--- config.mk ---
export PLATFORM = sky130hd
export DESIGN_NAME = shift_add_mul
export DESIGN_NICKNAME = d
export VERILOG_FILES = /design/src/rtl/shift_add_mul_pkg.sv /design/src/rtl/shift_add_mul_rca.sv /design/src/rtl/shift_add_mul.sv
export SDC_FILE = /design/constraint.sdc
export NUM_CORES = 1
export LEC_CHECK = 0
export CAP_MARGIN = 20
export CORE_MARGIN = 5
export CORE_UTILIZATION = 30
export DETAILED_ROUTE_END_ITERATION = 6
export PLACE_DENSITY = 0.57
export SYNTH_ARGS = -nofsm -noshare
export SYNTH_HDL_FRONTEND = slang
export SYNTH_HIERARCHICAL = 1
export SYNTH_SLANG_ARGS = --single-unit
--- constraint.sdc ---
create_clock -name clk -period 4 [get_ports clk]
set_input_delay 0.4 -clock clk [delete_from_list [all_inputs] [get_ports clk]]
set_output_delay 0.4 -clock clk [all_outputs]
set_load 0.02 [all_outputs]
--- src/rtl/shift_add_mul_pkg.sv ---
// Shared types and defaults for the shift-and-add multiplier.
// The multiplier and its adder both import this package.
package mul_pkg;

    typedef enum logic [1:0] {
        IDLE,
        RUN,
        DONE
    } mul_state_t;

    localparam int MUL_WIDTH_DEFAULT = 6;

endpackage

--- src/rtl/shift_add_mul_rca.sv ---
// Ripple-carry adder: WIDTH-bit operands plus carry-in, WIDTH+1-bit sum.
// The top bit of the sum is the final carry out.
module rca_adder
    import mul_pkg::*;
#(
    parameter int WIDTH = MUL_WIDTH_DEFAULT
) (
    input  logic [WIDTH-1:0] a,
    input  logic [WIDTH-1:0] b,
    input  logic             c_in,
    output logic [WIDTH:0]   sum
);

    logic [WIDTH:0] carry;

    assign carry[0] = c_in;

    for (genvar i = 0; i < WIDTH; i++) begin : g_bit
        assign sum[i]     = a[i] ^ b[i] ^ carry[i];
        assign carry[i+1] = (a[i] & b[i]) | (carry[i] & (a[i] ^ b[i]));
    end

    assign sum[WIDTH] = carry[WIDTH];

endmodule

--- src/rtl/shift_add_mul.sv ---
// Iterative unsigned multiplier: one shift-and-add step per cycle,
// valid/ready handshakes on the operand side and the result side.
module shift_add_mul
    import mul_pkg::*;
#(
    parameter int WIDTH = MUL_WIDTH_DEFAULT
) (
    input  logic                 clk,
    input  logic                 rst,
    input  logic                 in_valid,
    output logic                 in_ready,
    input  logic [WIDTH-1:0]     a_i,
    input  logic [WIDTH-1:0]     b_i,
    output logic                 out_valid,
    input  logic                 out_ready,
    output logic [2*WIDTH-1:0]   product_o,
    output logic                 busy_o
);

    localparam int CNT_W = $clog2(WIDTH + 1);

    mul_state_t state;
    mul_state_t next_state;

    logic [WIDTH-1:0]   mcand;
    // The carry bit P[2W] is always zero once the step's shift is applied,
    // so only the low 2W bits are stored; the carry lives in the adder sum.
    logic [2*WIDTH-1:0] p;
    logic [CNT_W-1:0]   cnt;

    logic [WIDTH-1:0]   add_b;
    logic [WIDTH:0]     sum;
    logic [2*WIDTH-1:0] p_next;
    logic               accept;
    logic               last_step;

    assign accept    = in_valid && (state == IDLE);
    assign last_step = (state == RUN) && (cnt == CNT_W'(WIDTH - 1));
    assign add_b     = p[0] ? mcand : '0;
    assign p_next    = {sum, p[WIDTH-1:1]};

    rca_adder #(
        .WIDTH (WIDTH)
    ) u_adder (
        .a    (p[2*WIDTH-1:WIDTH]),
        .b    (add_b),
        .c_in (1'b0),
        .sum  (sum)
    );

    // NOTE: state registers use non-blocking assignments so every flop
    // samples the pre-edge values regardless of process ordering.
    always_ff @(posedge clk or posedge rst) begin
        if (rst) begin
            state <= IDLE;
        end else begin
            state <= next_state;
        end
    end

    // NOTE: next_state gets a default before the case so no path leaves it
    // unassigned, which would otherwise infer a latch.
    always_comb begin
        next_state = state;
        case (state)
            IDLE:    if (in_valid)  next_state = RUN;
            RUN:     if (last_step) next_state = DONE;
            DONE:    if (out_ready) next_state = IDLE;
            default: next_state = IDLE;
        endcase
    end

    always_ff @(posedge clk or posedge rst) begin
        if (rst) begin
            mcand     <= '0;
            p         <= '0;
            cnt       <= '0;
            product_o <= '0;
        end else if (accept) begin
            mcand <= a_i;
            p     <= {{WIDTH{1'b0}}, b_i};
            cnt   <= '0;
        end else if (state == RUN) begin
            p   <= p_next;
            cnt <= cnt + 1'b1;
            if (last_step) begin
                product_o <= p_next;
            end
        end
    end

    assign in_ready  = (state == IDLE);
    assign out_valid = (state == DONE);
    assign busy_o    = (state != IDLE);

endmodule

==> impl_metrics.py, run 1 <==
metrics = {
    "run_status": {
        "outcome": "finished, final reports clean",
    },
    "sta": {
        "drv_slew": 0,
        "post-route-min-period_ns": 3.19,
        "setup_viol": 0,
        "finalCritPeriodShare_pct": 79.6,
        "hold_violations": 0,
        "fin_setup_tns_ns": 0,
        "rsz0062_at_grt": "no",
        "holdWs_ns": 0.505,
        "max_slew_margin_pct": 52.3,
        "max_freq_mhz": 314,
        "worst_clock_skew_ns": 0.00675,
        "worstMarginPinSlew_ns": 0.715,
    },
    "final_layout": {
        "drive_above_1_share_pct": 18.9,
        "fin_nets": 187,
        "n_antenna_cell": 0,
        "synthToLayoutAreaGrowth_pct": 27.3,
    },
    "pwr": {
        "p_seq_share_pct": 36.2,
        "pwr-share-clk_pct": 17.3,
        "p_int_w": 0.00121,
        "combPwrFrac_pct": 46.5,
        "p_sw_share_pct": 35.7,
        "p_per_area_nw_per_um2": 868,
        "irDropWorstVdd_v": 0.000310,
        "switching_power_w": 0.000672,
        "p_leak_nw": 0.989,
    },
    "synth": {
        "syn_inst": 132,
        "netlist_area_um2": 1710,
        "yosysUniqueCellTypes": 25,
        "ys_seq_elements": 35,
        "synth_seq_area_share_pct": 51.4,
        "syn_nets": 156,
        "synth_area_per_cell_um2": 12.9,
        "synth_warnings": 6,
    },
    "global_route": {
        "antenna_found_initial": 0,
        "use_met1_pct": 12.7,
        "grt_pass1_vias": 1156,
        "grt_max_degree": 36,
        "grtUsageMet3_pct": 3.11,
        "grt.total_usage_pct": 9.94,
        "grt_overflow": 0,
        "grt_pass1_wl_um": 5710,
        "top_usage_layer": "met2",
        "grt_use_met2_pct": 15.6,
    },
    "placement": {
        "dpl.hpwl_um": 2290,
        "port_buffers": 30,
        "place.gp.congestion": 0.748,
    },
    "floorplanning": {
        "core-area_um2": 5510,
        "start_util_pct": 31.0,
        "num_rows": 27,
        "dieArea_um2": 7290,
        "pin_count": 31,
        "die_w_um": 85.4,
        "die_y_um": 85.4,
    },
    "cts": {
        "cts_max_level": 2,
        "clockRootBuffer": "clkbuf_8",
        "cts_buffer_depth": 2,
        "post_cts_resized": 0,
        "cts_tree": "yes",
        "clk_pin_slew_ns": 0.07,
        "cts_inserted_buffers": 5,
        "post-cts-setup-buffers": 0,
        "cts.sinks": 35,
        "cts_hold_buf": 0,
        "clk_latency_ns": 0.28,
    },
    "worst_setup_path": {
        "cp-start-kind": "flip-flop",
        "arrival_ns": 3.41,
        "cp-end-kind": "flip-flop",
        "cp_max_fo": 7,
        "crit_required_ns": 4.22,
        "crit_type": "reg2reg",
    },
    "routing": {
        "routed_wl_um": 3300,
        "vias_per_cell": 4.64,
        "detail-route-antenna-nets": 0,
        "drt-pass1-iter-count": 4,
        "vias": 1094,
        "drc_errors": 0,
        "drt-initial-drc-count": 57,
        "wl_per_cell_um": 14.0,
    },
    "job": {
        "cap_violations": 0,
    },
    "hold_path": {
        "hold_path.class": "reg2reg",
    },
}
-- final cells by class --
cell class / count / area (um^2)
timing repair buffer: 31 / 308
sequential: 35 / 876
fill: 540 / 3340
clock inverter: 2 / 35.0
tap: 72 / 90.1
inverter: 21 / 78.8
clock buffer: 6 / 82.6
multi-input combinational: 69 / 701
-- cell families after synthesis --
family          after synthesis  synth area share [%]
compound gates               17                  9.02
buf+inv                      28                  7.56
other cells                   1                 0.220
flops                        35                  51.4
fa+ha+maj                     8                  8.51
mux                          19                  12.5
simple gates                 24                  10.8
-- critical path, cell delays in order (launching register included) --
cell,delay (ns)
dfrtp_1,0.45
and2_1,0.18
fa_1,0.38
inv_1,0.07
fa_1,0.15
inv_1,0.04
fa_1,0.38
fa_1,0.39
fa_1,0.37
inv_1,0.07
fa_1,0.40
inv_1,0.08
mux2_2,0.14
-- power by group through the flow --
stage	Combinational [W]	Clock, W	Sequential [W]
after floorplan	0.000600	0	0.000704
after global placement	0.000873	0	0.000683
after detailed placement	0.000897	0	0.000692
after CTS	0.000899	0.000340	0.000686
after global routing	0.000983	0.000352	0.000714
final	0.000876	0.000326	0.000682
-- stage by stage --
stage	instance area (um^2)	total power, W	worst slack (ns)	utilization (%)	instances
after detailed placement	2050	0.00159	0.829	37.3	228
after CTS	2170	0.00192	0.789	39.4	236
after floorplan	1710	0.00130	1.00	-	132
final	2170	0.00188	0.815	39.4	236
after global placement	2050	0.00156	0.922	37.3	228
after global routing	2170	0.00205	0.648	39.4	236
-- layout by cell type (no fill, tap or decap) --
cell type	instances
dfrtp_1	35
clkdlybuf4s50_1	30
inv_1	21
mux2_2	19
a22o_1	7
nor2_1	6
and2_1	6
clkbuf_8	6
fa_1	6
nor4b_1	5
a221oi_1	5
nor2b_1	2
ha_1	2
nand4b_4	1
o21bai_4	1
and3b_1	1
nor4bb_1	1
a211o_1	1
nor3b_4	1
nand2b_1	1
o21ai_0	1
a222oi_1	1
a31oi_1	1
clkinv_2	1
bufinv_16	1
buf_4	1
conb_1	1
-- final timing paths --
check                      startpoint            end  slack [ns]  cells past startpoint
setup / recovery                 p[0]  product_o[10]        0.81                     12
hold / removal                  p[11]          p[11]        0.50                      1
setup reg to reg                 p[0]  product_o[10]        0.81                     12
hold reg to reg                 p[11]          p[11]        0.50                      1
max in group asynchronous         rst         cnt[0]        3.15                      3
min in group asynchronous         rst           p[0]        0.53                      3
-- flip-flops by register name, summed over array words and instances (netlist names) --
| name | count |
|---|---|
| mcand | 6 |
| product_o | 12 |
| p | 12 |
| state | 2 |
| cnt | 3 |
-- cell usage after synthesis --
cell type	count	area [um^2]
nor4b_1	5	43.8
dfrtp_1	35	876
a221oi_1	5	43.8
buf_4	1	7.51
nor2b_1	2	12.5
nand4b_4	1	23.8
nor4bb_1	1	10.0
and2_1	6	37.5
o21bai_4	1	18.8
inv_1	21	78.8
ha_1	2	25.0
buf_6	2	22.5
nor3b_4	1	18.8
a22o_1	7	61.3
nand2b_1	1	6.26
a31oi_1	1	6.26
mux2_2	19	214
a211o_1	1	8.76
o21ai_0	1	5.00
and3b_1	1	8.76
buf_2	4	20.0
fa_1	6	120
conb_1	1	3.75
nor2_1	6	22.5
a222oi_1	1	10.0
-- per-layer routing --
metal  share of wire, %  up-vias  routed length, um
li1                   -      506                  -
met1                 45      552               1480
met2                 47       31               1550
met3                6.7        5                220
met4                1.5        0                 48
met5                  0        -                  0
No activity file was read; power rests on OpenSTA's default activity.
==> run 2: changes to the inputs <==
- clock period: 4 -> 3 ns (I/O delays scaled with it)
==> impl_metrics.py, run 2 (synthesis results as in run 1) <==
metrics = {
    "run_status": {
        "outcome": "finished, final reports clean",
    },
    "pwr": {
        "pwr-share-clk_pct": 13.9,
        "switching_power_w": 0.000906,
        "p_per_area_nw_per_um2": 1140,
        "p_seq_share_pct": 36.6,
        "combPwrFrac_pct": 49.5,
        "irDropWorstVdd_v": 0.000439,
        "p_leak_nw": 0.973,
        "p_int_w": 0.00156,
        "p_sw_share_pct": 36.7,
    },
    "worst_setup_path": {
        "arrival_ns": 3.13,
        "r2r_end": "product_o[10]",
        "critical_path_buf_inv_count": 4,
        "critPathLaunch": "mcand[0]",
        "crit_type": "reg2reg",
        "cp-start-kind": "flip-flop",
        "timing.critical_path.mode_cell": "fa_2",
        "cp_slowest_cell": "fa_1",
        "reg2reg_depth": 12,
        "crit_cells": 12,
        "crit_path_max_incr_delay_ns": 0.40,
        "critPathCapture": "product_o[10]",
        "critPathTopFamily": "adder cells",
        "cp-end-kind": "flip-flop",
        "crit_required_ns": 3.22,
        "r2r_slack_ns": 0.09,
        "cp_max_fo": 2,
        "path_cells": "and2_4 -> fa_2 -> inv_2 -> fa_2 -> inv_2 -> fa_2 -> fa_2 -> fa_2 -> inv_2 -> fa_1 -> inv_1 -> mux2_2",
        "rr_startpoint": "mcand[0]",
    },
    "placement": {
        "port_buffers": 30,
        "place.gp.congestion": 0.767,
        "dpl.hpwl_um": 2280,
    },
    "final_layout": {
        "n_antenna_cell": 0,
        "final_cell_mix": "dfrtp_1 (35), clkdlybuf4s50_1 (30), mux2_2 (19), inv_1 (18), a22o_1 (7)",
        "final_common_cell": "dfrtp_1",
        "synthToLayoutAreaGrowth_pct": 26.9,
        "nFillCells": 545,
        "reg_top3": "p x12, product_o x12, mcand x6",
        "drive_above_1_share_pct": 24.4,
        "fin_nets": 188,
    },
    "cts": {
        "cts_tree": "yes",
        "clk_latency_ns": 0.29,
        "cts.sinks": 35,
        "clockRootBuffer": "clkbuf_8",
        "post-cts-setup-buffers": 0,
        "cts_buffer_depth": 2,
        "cts_inserted_buffers": 5,
        "cts_max_level": 2,
        "cts_hold_buf": 0,
        "clk_pin_slew_ns": 0.07,
    },
    "sta": {
        "setup_viol": 0,
        "finalCritPeriodShare_pct": 96.9,
        "fin_setup_tns_ns": 0,
        "max_freq_mhz": 344,
        "max_slew_margin_pct": 50.2,
        "worst_clock_skew_ns": 0.00735,
        "hold_violations": 0,
        "rsz0062_at_grt": "yes",
        "drv_slew": 0,
        "post-route-min-period_ns": 2.91,
        "holdWs_ns": 0.412,
        "worstMarginPinSlew_ns": 0.746,
    },
    "global_route": {
        "grt_pass1_vias": 1186,
        "grt.total_usage_pct": 10.1,
        "grt_pass1_wl_um": 5780,
        "grt_overflow": 0,
        "grt_max_degree": 36,
        "antenna_found_initial": 0,
    },
    "routing": {
        "detail-route-antenna-nets": 0,
        "vias_per_cell": 4.69,
        "drt-initial-drc-count": 31,
        "vias": 1108,
        "drc_errors": 0,
        "routed_wl_um": 3340,
        "drt-pass1-iter-count": 4,
        "wl_per_cell_um": 14.2,
    },
    "floorplanning": {
        "start_util_pct": 31.0,
        "pin_count": 31,
        "die_w_um": 85.4,
        "num_rows": 27,
        "core-area_um2": 5510,
        "dieArea_um2": 7290,
        "die_y_um": 85.4,
    },
    "hold_path": {
        "hold_path.class": "in2async",
    },
    "job": {
        "cap_violations": 0,
    },
}
-- run 2: stage by stage --
step / total power [W] / instances / setup WS [ns] / utilization (%) / cell area [um^2]
final: 0.00247 / 236 / 0.0932 / 39.3 / 2160
after global routing: 0.00269 / 236 / -0.00274 / 39.3 / 2160
after floorplan: 0.00174 / 132 / 0.00489 / - / 1710
after detailed placement: 0.00212 / 229 / -0.125 / 37.4 / 2060
after CTS: 0.00252 / 236 / -0.0361 / 39.3 / 2160
after global placement: 0.00208 / 229 / -0.0195 / 37.4 / 2060
-- run 2: worst min-delay path by stage --
stage                           to  slack [ns]  cells past startpoint
final                       cnt[2]        0.41                      3
after global routing          p[9]        0.48                      3
after CTS                 state[1]        0.43                      3
after detailed placement      p[7]        0.49                      1
after global placement    mcand[5]        0.48                      1
after floorplan           state[1]        0.41                      1
-- run 2: power by group through the flow --
| stage | sequential, W | combinational, W | clock [W] |
|---|---|---|---|
| after floorplan | 0.000938 | 0.000800 | 0 |
| after global placement | 0.000900 | 0.00118 | 0 |
| after detailed placement | 0.000913 | 0.00121 | 0 |
| after CTS | 0.000910 | 0.00125 | 0.000355 |
| after global routing | 0.000939 | 0.00137 | 0.000379 |
| final | 0.000904 | 0.00122 | 0.000342 |
-- run 2: tightest hold or removal path, cell delays in order --
cell and delay [ns]:
clkdlybuf4s50_1 0.39, inv_1 0.05, buf_4 0.39
-- run 2: layer usage --
metal  vias to the layer above  track usage, %  wire length, um
met1                       568            11.9             1460
li1                        506               -                -
met5                         -               0                0
met4                         0            3.02               36
met3                         6            4.56              230
met2                        28            16.5             1620
-- run 2: area by class of cell --
class / instances / area [um^2] / area share, %
multi-input cells: 69 / 716 / 33.1
inverters: 21 / 78.8 / 3.64
repair buffers: 32 / 315 / 14.6
flip-flops and latches: 35 / 876 / 40.5
well taps: 72 / 90.1 / 4.16
clock inverters: 1 / 5.00 / 0.231
clock buffers: 6 / 82.6 / 3.82
-- run 2: repair_timing --
action	CTS	global route
gates resized for setup	9	0
hold endpoints to repair	0	0
pin swaps	6	5
cloned	0	0
setup endpoints to repair	3	3
==> run 3: changes to the inputs <==
- CAP_MARGIN: 20 -> default
==> results of run 3 <==
No change in the layout: final DEF, timing and power equal those of run 2.
